==> src/rtl/dsp_mac_pipe.sv <==
// Pipelined signed multiply-accumulate slice: S1 input registers, S2 pre-adder,
// S3 multiplier, S4 grouped accumulator with optional saturation and sticky overflow.
module dsp_mac_pipe #(
  parameter int A_WIDTH   = 18,
  parameter int B_WIDTH   = 18,
  parameter int P_WIDTH   = 48,
  parameter int ACC_LEN_W = 8,
  parameter bit SATURATE  = 1'b1
) (
  input  logic                       clk,
  input  logic                       RSTN,
  input  logic                       in_valid,
  output logic                       in_ready,
  input  logic signed [A_WIDTH-1:0]  A,
  input  logic signed [B_WIDTH-1:0]  B,
  input  logic signed [B_WIDTH-1:0]  D,
  input  logic [2:0]                 MODE,
  input  logic [ACC_LEN_W-1:0]       ACC_LEN,
  output logic                       out_valid,
  input  logic                       out_ready,
  output logic signed [P_WIDTH-1:0]  P,
  output logic                       OVF
);
  localparam int PRE_W = B_WIDTH + 1;
  localparam int M_W   = A_WIDTH + B_WIDTH + 1;
  localparam int SUM_W = P_WIDTH + 1;
  localparam logic signed [P_WIDTH-1:0] P_MAX = {1'b0, {(P_WIDTH-1){1'b1}}};
  localparam logic signed [P_WIDTH-1:0] P_MIN = {1'b1, {(P_WIDTH-1){1'b0}}};

  // Handshake: a beat transfers on a rising edge where valid & ready are both 1.
  // out_valid/P/OVF never depend on out_ready combinationally; a stalled result
  // holds every pipeline stage, and in_ready drops for the stall cycles.
  logic stall;
  logic adv;

  // S1: registered inputs
  logic                      s1_valid_q, s1_valid_d;
  logic signed [A_WIDTH-1:0] s1_a_q, s1_a_d;
  logic signed [B_WIDTH-1:0] s1_b_q, s1_b_d;
  logic signed [B_WIDTH-1:0] s1_d_q, s1_d_d;
  logic [2:0]                s1_mode_q, s1_mode_d;
  logic [ACC_LEN_W-1:0]      s1_len_q, s1_len_d;

  // S2: pre-adder result, A delayed
  logic                      s2_valid_q, s2_valid_d;
  logic signed [A_WIDTH-1:0] s2_a_q, s2_a_d;
  logic signed [PRE_W-1:0]   s2_pre_q, s2_pre_d;
  logic                      s2_sub_q, s2_sub_d;
  logic [ACC_LEN_W-1:0]      s2_len_q, s2_len_d;

  // S3: product
  logic                      s3_valid_q, s3_valid_d;
  logic signed [M_W-1:0]     s3_m_q, s3_m_d;
  logic                      s3_sub_q, s3_sub_d;
  logic [ACC_LEN_W-1:0]      s3_len_q, s3_len_d;

  // S4: group accumulator and output register
  logic signed [P_WIDTH-1:0] acc_q, acc_d;
  logic [ACC_LEN_W-1:0]      cnt_q, cnt_d;
  logic [ACC_LEN_W-1:0]      len_q, len_d;
  logic                      grp_ovf_q, grp_ovf_d;
  logic                      sat_hold_q, sat_hold_d;
  logic signed [P_WIDTH-1:0] p_q, p_d;
  logic                      ovf_q, ovf_d;
  logic                      out_valid_q, out_valid_d;

  logic signed [PRE_W-1:0]   b_ext, d_ext;
  logic                      first;
  logic [ACC_LEN_W-1:0]      len_eff, cnt_inc;
  logic signed [SUM_W-1:0]   base_ext, m_ext, sum;
  logic                      sum_ovf, hold_now, hold_next, grp_ovf_next;
  logic signed [P_WIDTH-1:0] acc_next;

  always_comb begin
    stall    = out_valid_q & ~out_ready;
    adv      = ~stall;
    in_ready = RSTN & ~stall;
  end

  always_comb begin
    s1_valid_d = s1_valid_q;
    s1_a_d     = s1_a_q;
    s1_b_d     = s1_b_q;
    s1_d_d     = s1_d_q;
    s1_mode_d  = s1_mode_q;
    s1_len_d   = s1_len_q;
    if (adv) begin
      s1_valid_d = in_valid & in_ready;
      s1_a_d     = A;
      s1_b_d     = B;
      s1_d_d     = D;
      s1_mode_d  = MODE;
      s1_len_d   = ACC_LEN;
    end
  end

  always_comb begin
    b_ext      = PRE_W'(s1_b_q);
    d_ext      = PRE_W'(s1_d_q);
    s2_valid_d = s2_valid_q;
    s2_a_d     = s2_a_q;
    s2_pre_d   = s2_pre_q;
    s2_sub_d   = s2_sub_q;
    s2_len_d   = s2_len_q;
    if (adv) begin
      s2_valid_d = s1_valid_q;
      s2_a_d     = s1_a_q;
      if (s1_mode_q[0]) begin
        s2_pre_d = s1_mode_q[1] ? (d_ext - b_ext) : (d_ext + b_ext);
      end else begin
        s2_pre_d = b_ext;
      end
      s2_sub_d   = s1_mode_q[2];
      s2_len_d   = s1_len_q;
    end
  end

  always_comb begin
    s3_valid_d = s3_valid_q;
    s3_m_d     = s3_m_q;
    s3_sub_d   = s3_sub_q;
    s3_len_d   = s3_len_q;
    if (adv) begin
      s3_valid_d = s2_valid_q;
      s3_m_d     = M_W'(s2_a_q) * M_W'(s2_pre_q);
      s3_sub_d   = s2_sub_q;
      s3_len_d   = s2_len_q;
    end
  end

  // A zero count marks the first product of a group: history is ignored and ACC_LEN is latched.
  always_comb begin
    first   = (cnt_q == '0);
    len_eff = len_q;
    cnt_inc = cnt_q + ACC_LEN_W'(1);
    if (first) begin
      len_eff = (s3_len_q == '0) ? ACC_LEN_W'(1) : s3_len_q;
      cnt_inc = ACC_LEN_W'(1);
    end
    if (first) begin
      base_ext = '0;
    end else begin
      base_ext = SUM_W'(acc_q);
    end
    m_ext    = SUM_W'(s3_m_q);
    sum      = s3_sub_q ? (base_ext - m_ext) : (base_ext + m_ext);
    sum_ovf  = sum[SUM_W-1] ^ sum[SUM_W-2];
    hold_now = SATURATE && sat_hold_q && !first;

    if (hold_now) begin
      acc_next  = acc_q;
      hold_next = 1'b1;
    end else if (SATURATE && sum_ovf) begin
      acc_next  = sum[SUM_W-1] ? P_MIN : P_MAX;
      hold_next = 1'b1;
    end else begin
      acc_next  = sum[P_WIDTH-1:0];
      hold_next = 1'b0;
    end
    grp_ovf_next = (first ? 1'b0 : grp_ovf_q) | (sum_ovf & ~hold_now);
  end

  always_comb begin
    acc_d       = acc_q;
    cnt_d       = cnt_q;
    len_d       = len_q;
    grp_ovf_d   = grp_ovf_q;
    sat_hold_d  = sat_hold_q;
    p_d         = p_q;
    ovf_d       = ovf_q;
    out_valid_d = out_valid_q & ~out_ready;
    if (adv && s3_valid_q) begin
      acc_d      = acc_next;
      grp_ovf_d  = grp_ovf_next;
      sat_hold_d = hold_next;
      len_d      = len_eff;
      if (cnt_inc == len_eff) begin
        cnt_d       = '0;
        p_d         = acc_next;
        ovf_d       = grp_ovf_next;
        out_valid_d = 1'b1;
      end else begin
        cnt_d = cnt_inc;
      end
    end
  end

  always_ff @(posedge clk) begin
    if (!RSTN) begin
      s1_valid_q  <= 1'b0;
      s1_a_q      <= '0;
      s1_b_q      <= '0;
      s1_d_q      <= '0;
      s1_mode_q   <= '0;
      s1_len_q    <= '0;
      s2_valid_q  <= 1'b0;
      s2_a_q      <= '0;
      s2_pre_q    <= '0;
      s2_sub_q    <= 1'b0;
      s2_len_q    <= '0;
      s3_valid_q  <= 1'b0;
      s3_m_q      <= '0;
      s3_sub_q    <= 1'b0;
      s3_len_q    <= '0;
      acc_q       <= '0;
      cnt_q       <= '0;
      len_q       <= '0;
      grp_ovf_q   <= 1'b0;
      sat_hold_q  <= 1'b0;
      p_q         <= '0;
      ovf_q       <= 1'b0;
      out_valid_q <= 1'b0;
    end else begin
      s1_valid_q  <= s1_valid_d;
      s1_a_q      <= s1_a_d;
      s1_b_q      <= s1_b_d;
      s1_d_q      <= s1_d_d;
      s1_mode_q   <= s1_mode_d;
      s1_len_q    <= s1_len_d;
      s2_valid_q  <= s2_valid_d;
      s2_a_q      <= s2_a_d;
      s2_pre_q    <= s2_pre_d;
      s2_sub_q    <= s2_sub_d;
      s2_len_q    <= s2_len_d;
      s3_valid_q  <= s3_valid_d;
      s3_m_q      <= s3_m_d;
      s3_sub_q    <= s3_sub_d;
      s3_len_q    <= s3_len_d;
      acc_q       <= acc_d;
      cnt_q       <= cnt_d;
      len_q       <= len_d;
      grp_ovf_q   <= grp_ovf_d;
      sat_hold_q  <= sat_hold_d;
      p_q         <= p_d;
      ovf_q       <= ovf_d;
      out_valid_q <= out_valid_d;
    end
  end

  assign out_valid = out_valid_q;
  assign P         = p_q;
  assign OVF       = ovf_q;

endmodule

==> config.mk <==
export PLATFORM = sky130hd
export DESIGN_NAME = dsp_mac_pipe
export DESIGN_NICKNAME = d
export VERILOG_FILES = /design/src/rtl/dsp_mac_pipe.sv
export SDC_FILE = /design/constraint.sdc
export NUM_CORES = 2
export LEC_CHECK = 0
export CAP_MARGIN = 20
export CORE_UTILIZATION = 47
export CTS_BUF_LIST = sky130_fd_sc_hd__clkbuf_4 sky130_fd_sc_hd__clkbuf_8 sky130_fd_sc_hd__clkbuf_16
export CTS_CLUSTER_DIAMETER = 50
export DETAILED_ROUTE_END_ITERATION = 7
export HOLD_SLACK_MARGIN = 0.06
export PLACE_DENSITY = 0.73
export SLEW_MARGIN = 20
export SYNTH_ARGS = -nofsm -noshare
export SYNTH_HDL_FRONTEND = slang
export SYNTH_SLANG_ARGS = --single-unit
==> constraint.sdc <==
create_clock -name clk -period 7.5 [get_ports clk]
set_input_delay 1.125 -clock clk [delete_from_list [all_inputs] [get_ports clk]]
set_output_delay 1.125 -clock clk [all_outputs]
set_load 0.03 [all_outputs]
# After elaboration in Yosys (flattened, before gate mapping)

Cells that the tools add are included.

Register bits after elaboration: 276
Bits of input ports: 69
Output and inout bits: 51
Logic and storage cells: 61

Add/subtract/negate cells: 5
$mul: 1
Eq/ne operators: 1
Multiplexer cells: 16
Bitwise gates (word level): 9
Reduce and logical (&&, ||, !) cells: 6

Operators with widths:

| kind                | count |
|---|---|
| $mux 48             | 3 |
| $mux 49             | 2 |
| $add 49x37->49      | 1 |
| $sub 49x37->49      | 1 |
| $mux 19             | 2 |
| $mul 18x19->37      | 1 |
| $mux 8              | 4 |
| $add 18x18->19      | 1 |
| $sub 18x18->19      | 1 |
| $logic_not 8->1     | 2 |
| $add 8x1->8 const B | 1 |
| $eq 8x8->1          | 1 |
| $mux 1              | 5 |
| $and 1x1->1         | 4 |
| $not 1->1           | 3 |
| $logic_and 1x1->1   | 2 |
| $reduce_and 2->1    | 1 |
| $logic_not 1->1     | 1 |
| $or 1x1->1          | 1 |
| $xor 1x1->1         | 1 |

# Depth between registers and ports, before layout

Depth in word-level cells: 7
Depth in mapped cells: 27

# Worst setup path before layout

OpenSTA, ideal clock, no wires.

Kind: reg2reg
Start point: reg s2_pre_q[11]
End point: reg s3_m_q[31]
Library setup time: 120 ps
Data arrival time: 6,295 ps
Data required time: 7,380 ps
Setup slack: 1,085 ps
Stages on the path, launching flop included: 24
Buffers on the path: 2
Period minus slack after synthesis: 6,415 ps
Path through: dfxtp_1 clkbuf_1 clkbuf_1 nand2_1 fa_1 fa_1 fa_1 inv_1 fa_1 fa_1 inv_1 fa_1 inv_1 ha_1 a21o_1 a21o_1 a21oi_1 nor3b_1 nor3_1 o31a_1 nand2b_1 a311o_1 and4b_1 o31a_1

Cells in the longest elaborated chain, start to end: 1

Ends and longest elaborated chain:

| item                   | RTL line | RTL |
|---|---|---|
| from (decl)            | 47       | `logic signed [PRE_W-1:0] s2_pre_q, s2_pre_d;` |
| from (signal assigned) | 222      | `s2_pre_q <= s2_pre_d;` |
| $mul 18x19->37         | 125      | `s3_m_d = M_W'(s2_a_q) * M_W'(s2_pre_q);` |
| to (signal assigned)   | 226      | `s3_m_q <= s3_m_d;` |
| to (decl)              | 53       | `logic signed [M_W-1:0] s3_m_q, s3_m_d;` |

Every way passes these cells.
A chain may end at the register's enable or synchronous reset.

# Worst setup path after layout

Start point: reg s2_a_q[3]
End point: reg s3_m_q[32]

Cells in the longest elaborated chain, start to end: 1

Ends and longest elaborated chain:

| item                   | RTL line | RTL |
|---|---|---|
| from (decl)            | 46       | `logic signed [A_WIDTH-1:0] s2_a_q, s2_a_d;` |
| from (signal assigned) | 197      | `s2_a_q <= '0;` |
| from (signal assigned) | 221      | `s2_a_q <= s2_a_d;` |
| $mul 18x19->37         | 125      |  |

Every way passes these cells.

==> out/qor.json <==
{
  "yosys.area.top_type": "fa_1",
  "die_height_um": 249,
  "grt_util_all_layers": 0.253,
  "top_flip_flop_cell_by_instance_count_after_synthesis": "dfxtp_1",
  "clk_transition_reported_paths_ns": 0.06,
  "initial_utilization": 0.476,
  "finalWeightedCongestion": 0.929,
  "timing.reg2reg.worst_path_depth": 23,
  "met2_length_um": 36600,
  "first_pass_iters": 5,
  "layout_commonest_cell": "nand2_1",
  "crit_slowest_cell": "dfxtp_1",
  "status": "completed",
  "seq_area_frac_synth": 0.192,
  "yosysUniqueCellTypes": 88,
  "fp.coreArea_um2": 60400,
  "cts_root_buffer": "clkbuf_16",
  "worst_slack_ns": 0.513,
  "h-tree-depth": 2,
  "synth.area.top_cells": "fa_1 24%, dfxtp_1 19%, ha_1 7.2%, nand2_1 6.8%, inv_1 5.8%",
  "drt-wirelength-per-cell_um": 17.8,
  "postRouteWirelength_um": 77500,
  "postSynthRegisterBits": 276,
  "placement_rows": 90,
  "cp_cell_sequence": "nand2_1, fa_1, inv_1, fa_1, inv_1, fa_1, inv_1, fa_1, fa_1, inv_1, fa_1, inv_1, ha_1, a21o_1, a21o_1, a21oi_1, o21ai_0, a221o_1, a21oi_1, o21ai_0, a31oi_1, xor2_1, o21ai_0",
  "period_utilization_post_route": 0.932,
  "clock_tree_from_tritoncts": "built",
  "filler_cell_count": 5679,
  "r2r_setup_slack_ns": 0.51,
  "number_of_i_o_pins": 120,
  "setup_viol_count_final": 0,
  "number_of_buffers_added_by_the_clock_tree_synthesis_step": 41,
  "rr_startpoint": "s2_a_q[3]",
  "maxClockFrequency_mhz": 143,
  "dr.max_layer_used": "met4",
  "layout.cells.most_common_list": "515 x nand2_1, 444 x inv_1, 347 x fa_1",
  "asyncSetResetFlopFracSynth": 0,
  "timing.max_slew.rel_slack": 0.264,
  "synth_warnings": 0,
  "drtIter0Drc": 1721,
  "worst_slack_after_detailed_placement_ns": 0.589,
  "p_leak_uw": 0.0142,
  "critical_path.reg2reg.endpoint": "s3_m_q[32]",
  "drc_errors": 0,
  "postSynthNetCount": 4145,
  "grt_start_max_net_pins": 92,
  "required_ns": 7.97,
  "cts_resized": 0,
  "setup_total_negative_slack_ns": 0,
  "post-dp-hpwl_um": 58800,
  "worstSetupStartpointType": "flip-flop",
  "clock-sinks": 276,
  "grt_setup_unrepaired": "no",
  "slew_viol_final": 0,
  "grt_pass1_wl_um": 127000,
  "hold_path.startpoint": "s1_len_q[3]",
  "max_cap_violations": 0,
  "holdCritPathClass": "reg2reg",
  "syn_area_per_cell_um2": 8.06,
  "dr_total_vias": 24268,
  "first_global_vias": 24201,
  "detail_route.vias_per_cell": 5.56,
  "min_delay_path_depth": 2,
  "ctsHoldBuffers": 0,
  "drtAntennaViolNets": 0,
  "powerDensity_nw_per_um2": 186,
  "post_cts_buffers": 0,
  "critical_path.endpoint_type": "flip-flop",
  "timing.critical_path.arrival_ns": 7.45,
  "fraction_of_layout_instances_using_a_drive_strength_above_1": 0.0427,
  "cts.path.max_buffers": 3,
  "timing.setup.critical_path_class": "reg2reg",
  "insertion_delay_ns": 0.60,
  "sum_of_overflow_across_all_layers_after_global_routing": 0,
  "timing_worst_slew_pin_value_ns": 1.10,
  "critPathMaxFanout": 20,
  "initial_antenna_violation_count": 3,
  "clock_skew_ns": 0.0321,
  "hold_violations": 0,
  "synthesis.instances": 3564,
  "drt-met1-wl_um": 33000,
  "routed_wire_length_on_met3_um": 4660,
  "fp.dieW_um": 249,
  "number_of_enable_type_register_cells_in_the_synthesized_netlist": 0,
  "ir_worst_vdd_v": 0.000172,
  "critical_path.most_common_cell": "fa_1",
  "synth_top_cell_area_share": 0.242,
  "die_area_um2": 62100,
  "worst_hold_path.endpoint": "s1_len_q[3]",
  "portBuffers": 119,
  "area_growth_pct": 10.7,
  "finalCriticalPeriod_ns": 6.99,
  "nets": 4139,
  "syn-cell-area_um2": 28700,
  "timing.critical_path.slowest_cell_delay_ns": 0.84
}
state kept, by name, indices dropped and copies added (netlist names), 3 cells and up:
| signal | count |
|---|---|
| s2_len_q | 8 |
| s2_pre_q | 19 |
| len_q | 8 |
| s2_a_q | 18 |
| s3_len_q | 8 |
| s3_m_q | 37 |
| cnt_q | 8 |
| s1_mode_q | 3 |
| P | 48 |
| acc_q | 48 |
| s1_len_q | 8 |
| s1_a_q | 18 |
| s1_b_q | 18 |
| s1_d_q | 18 |
worst max-delay path by stage:
stage,start,to,slack (ns),depth (start not counted)
after floorplan,s2_pre_q[11],s3_m_q[31],1.09,23
after global placement,s2_a_q[3],s3_m_q[32],0.68,23
after detailed placement,s2_a_q[3],s3_m_q[32],0.59,23
after CTS,s2_a_q[3],s3_m_q[32],0.58,23
after global routing,s2_a_q[3],s3_m_q[32],0.24,23
final,s2_a_q[3],s3_m_q[32],0.51,23
through the flow:
stage               hold slack, ns  total power (uW)  instances   util  instance area [um^2]
finish                       0.449              5930       4367  0.527                 31800
global route                 0.464              6300       4366  0.527                 31800
CTS                          0.451              5950       4366  0.527                 31800
detailed placement           0.444              4030       4297  0.505                 30500
global placement             0.440              4000       4297  0.505                 30500
floorplan                    0.432              3410       3564      -                 28700
logic make-up after synthesis:
family / count (synthesis) / synth area share
compound gates: 741 / 0.157
xor+xnor: 150 / 0.0462
fa+ha+maj: 519 / 0.316
buf+inv: 666 / 0.0875
flops: 276 / 0.192
mux: 10 / 0.00348
simple gates: 1202 / 0.197
cell type report:
class                   count  area [um^2]  area share
clock buffers              50         1120      0.0351
well taps                 782          978      0.0308
inverters                 446         1680      0.0528
diodes                      1         2.50   0.0000787
flip-flops and latches    276         5530       0.174
multi-input cells        2622        20700       0.651
clock inverters            19          214     0.00672
repair buffers            171         1580      0.0496
synthesized netlist by cell type, types with 26 or more instances:
cell      instances
and2_1          234
ha_1            165
clkbuf_1        207
a21o_1           39
inv_1           444
xor2_1           41
and3_1           26
a21oi_1         320
xnor2_1         107
nand3_1          45
a221oi_1         26
o21ai_0         140
nor3_1           56
fa_1            347
a31oi_1          29
dfxtp_1         276
nand2_1         517
nor2_1          209
layer usage:
metal  vias to the layer above  global-route usage
met2                       717               0.421
met1                     11784               0.324
met5                         -                   0
met4                         0               0.106
met3                       180              0.0439
li1                      11587                   -
power breakdown:
part           total, uW  switching (uW)  internal, uW  leakage, uW
registers           1740             162          1570      0.00226
logic               2290            1390           900       0.0113
clock network       1910             787          1120     0.000653
critical path: cells and delay by family, from the launching register on:
family                     cells  cell delay (ns)
buffers and inverters          5             0.34
and+or+nand+nor                1             0.29
DFF                            1             0.84
xor gates and xnor gates       1             0.18
adders and majority gates      7             3.42
AOI/OAI and AO/OA              9             1.80
Note: power is estimated with default switching activity, not from simulation.
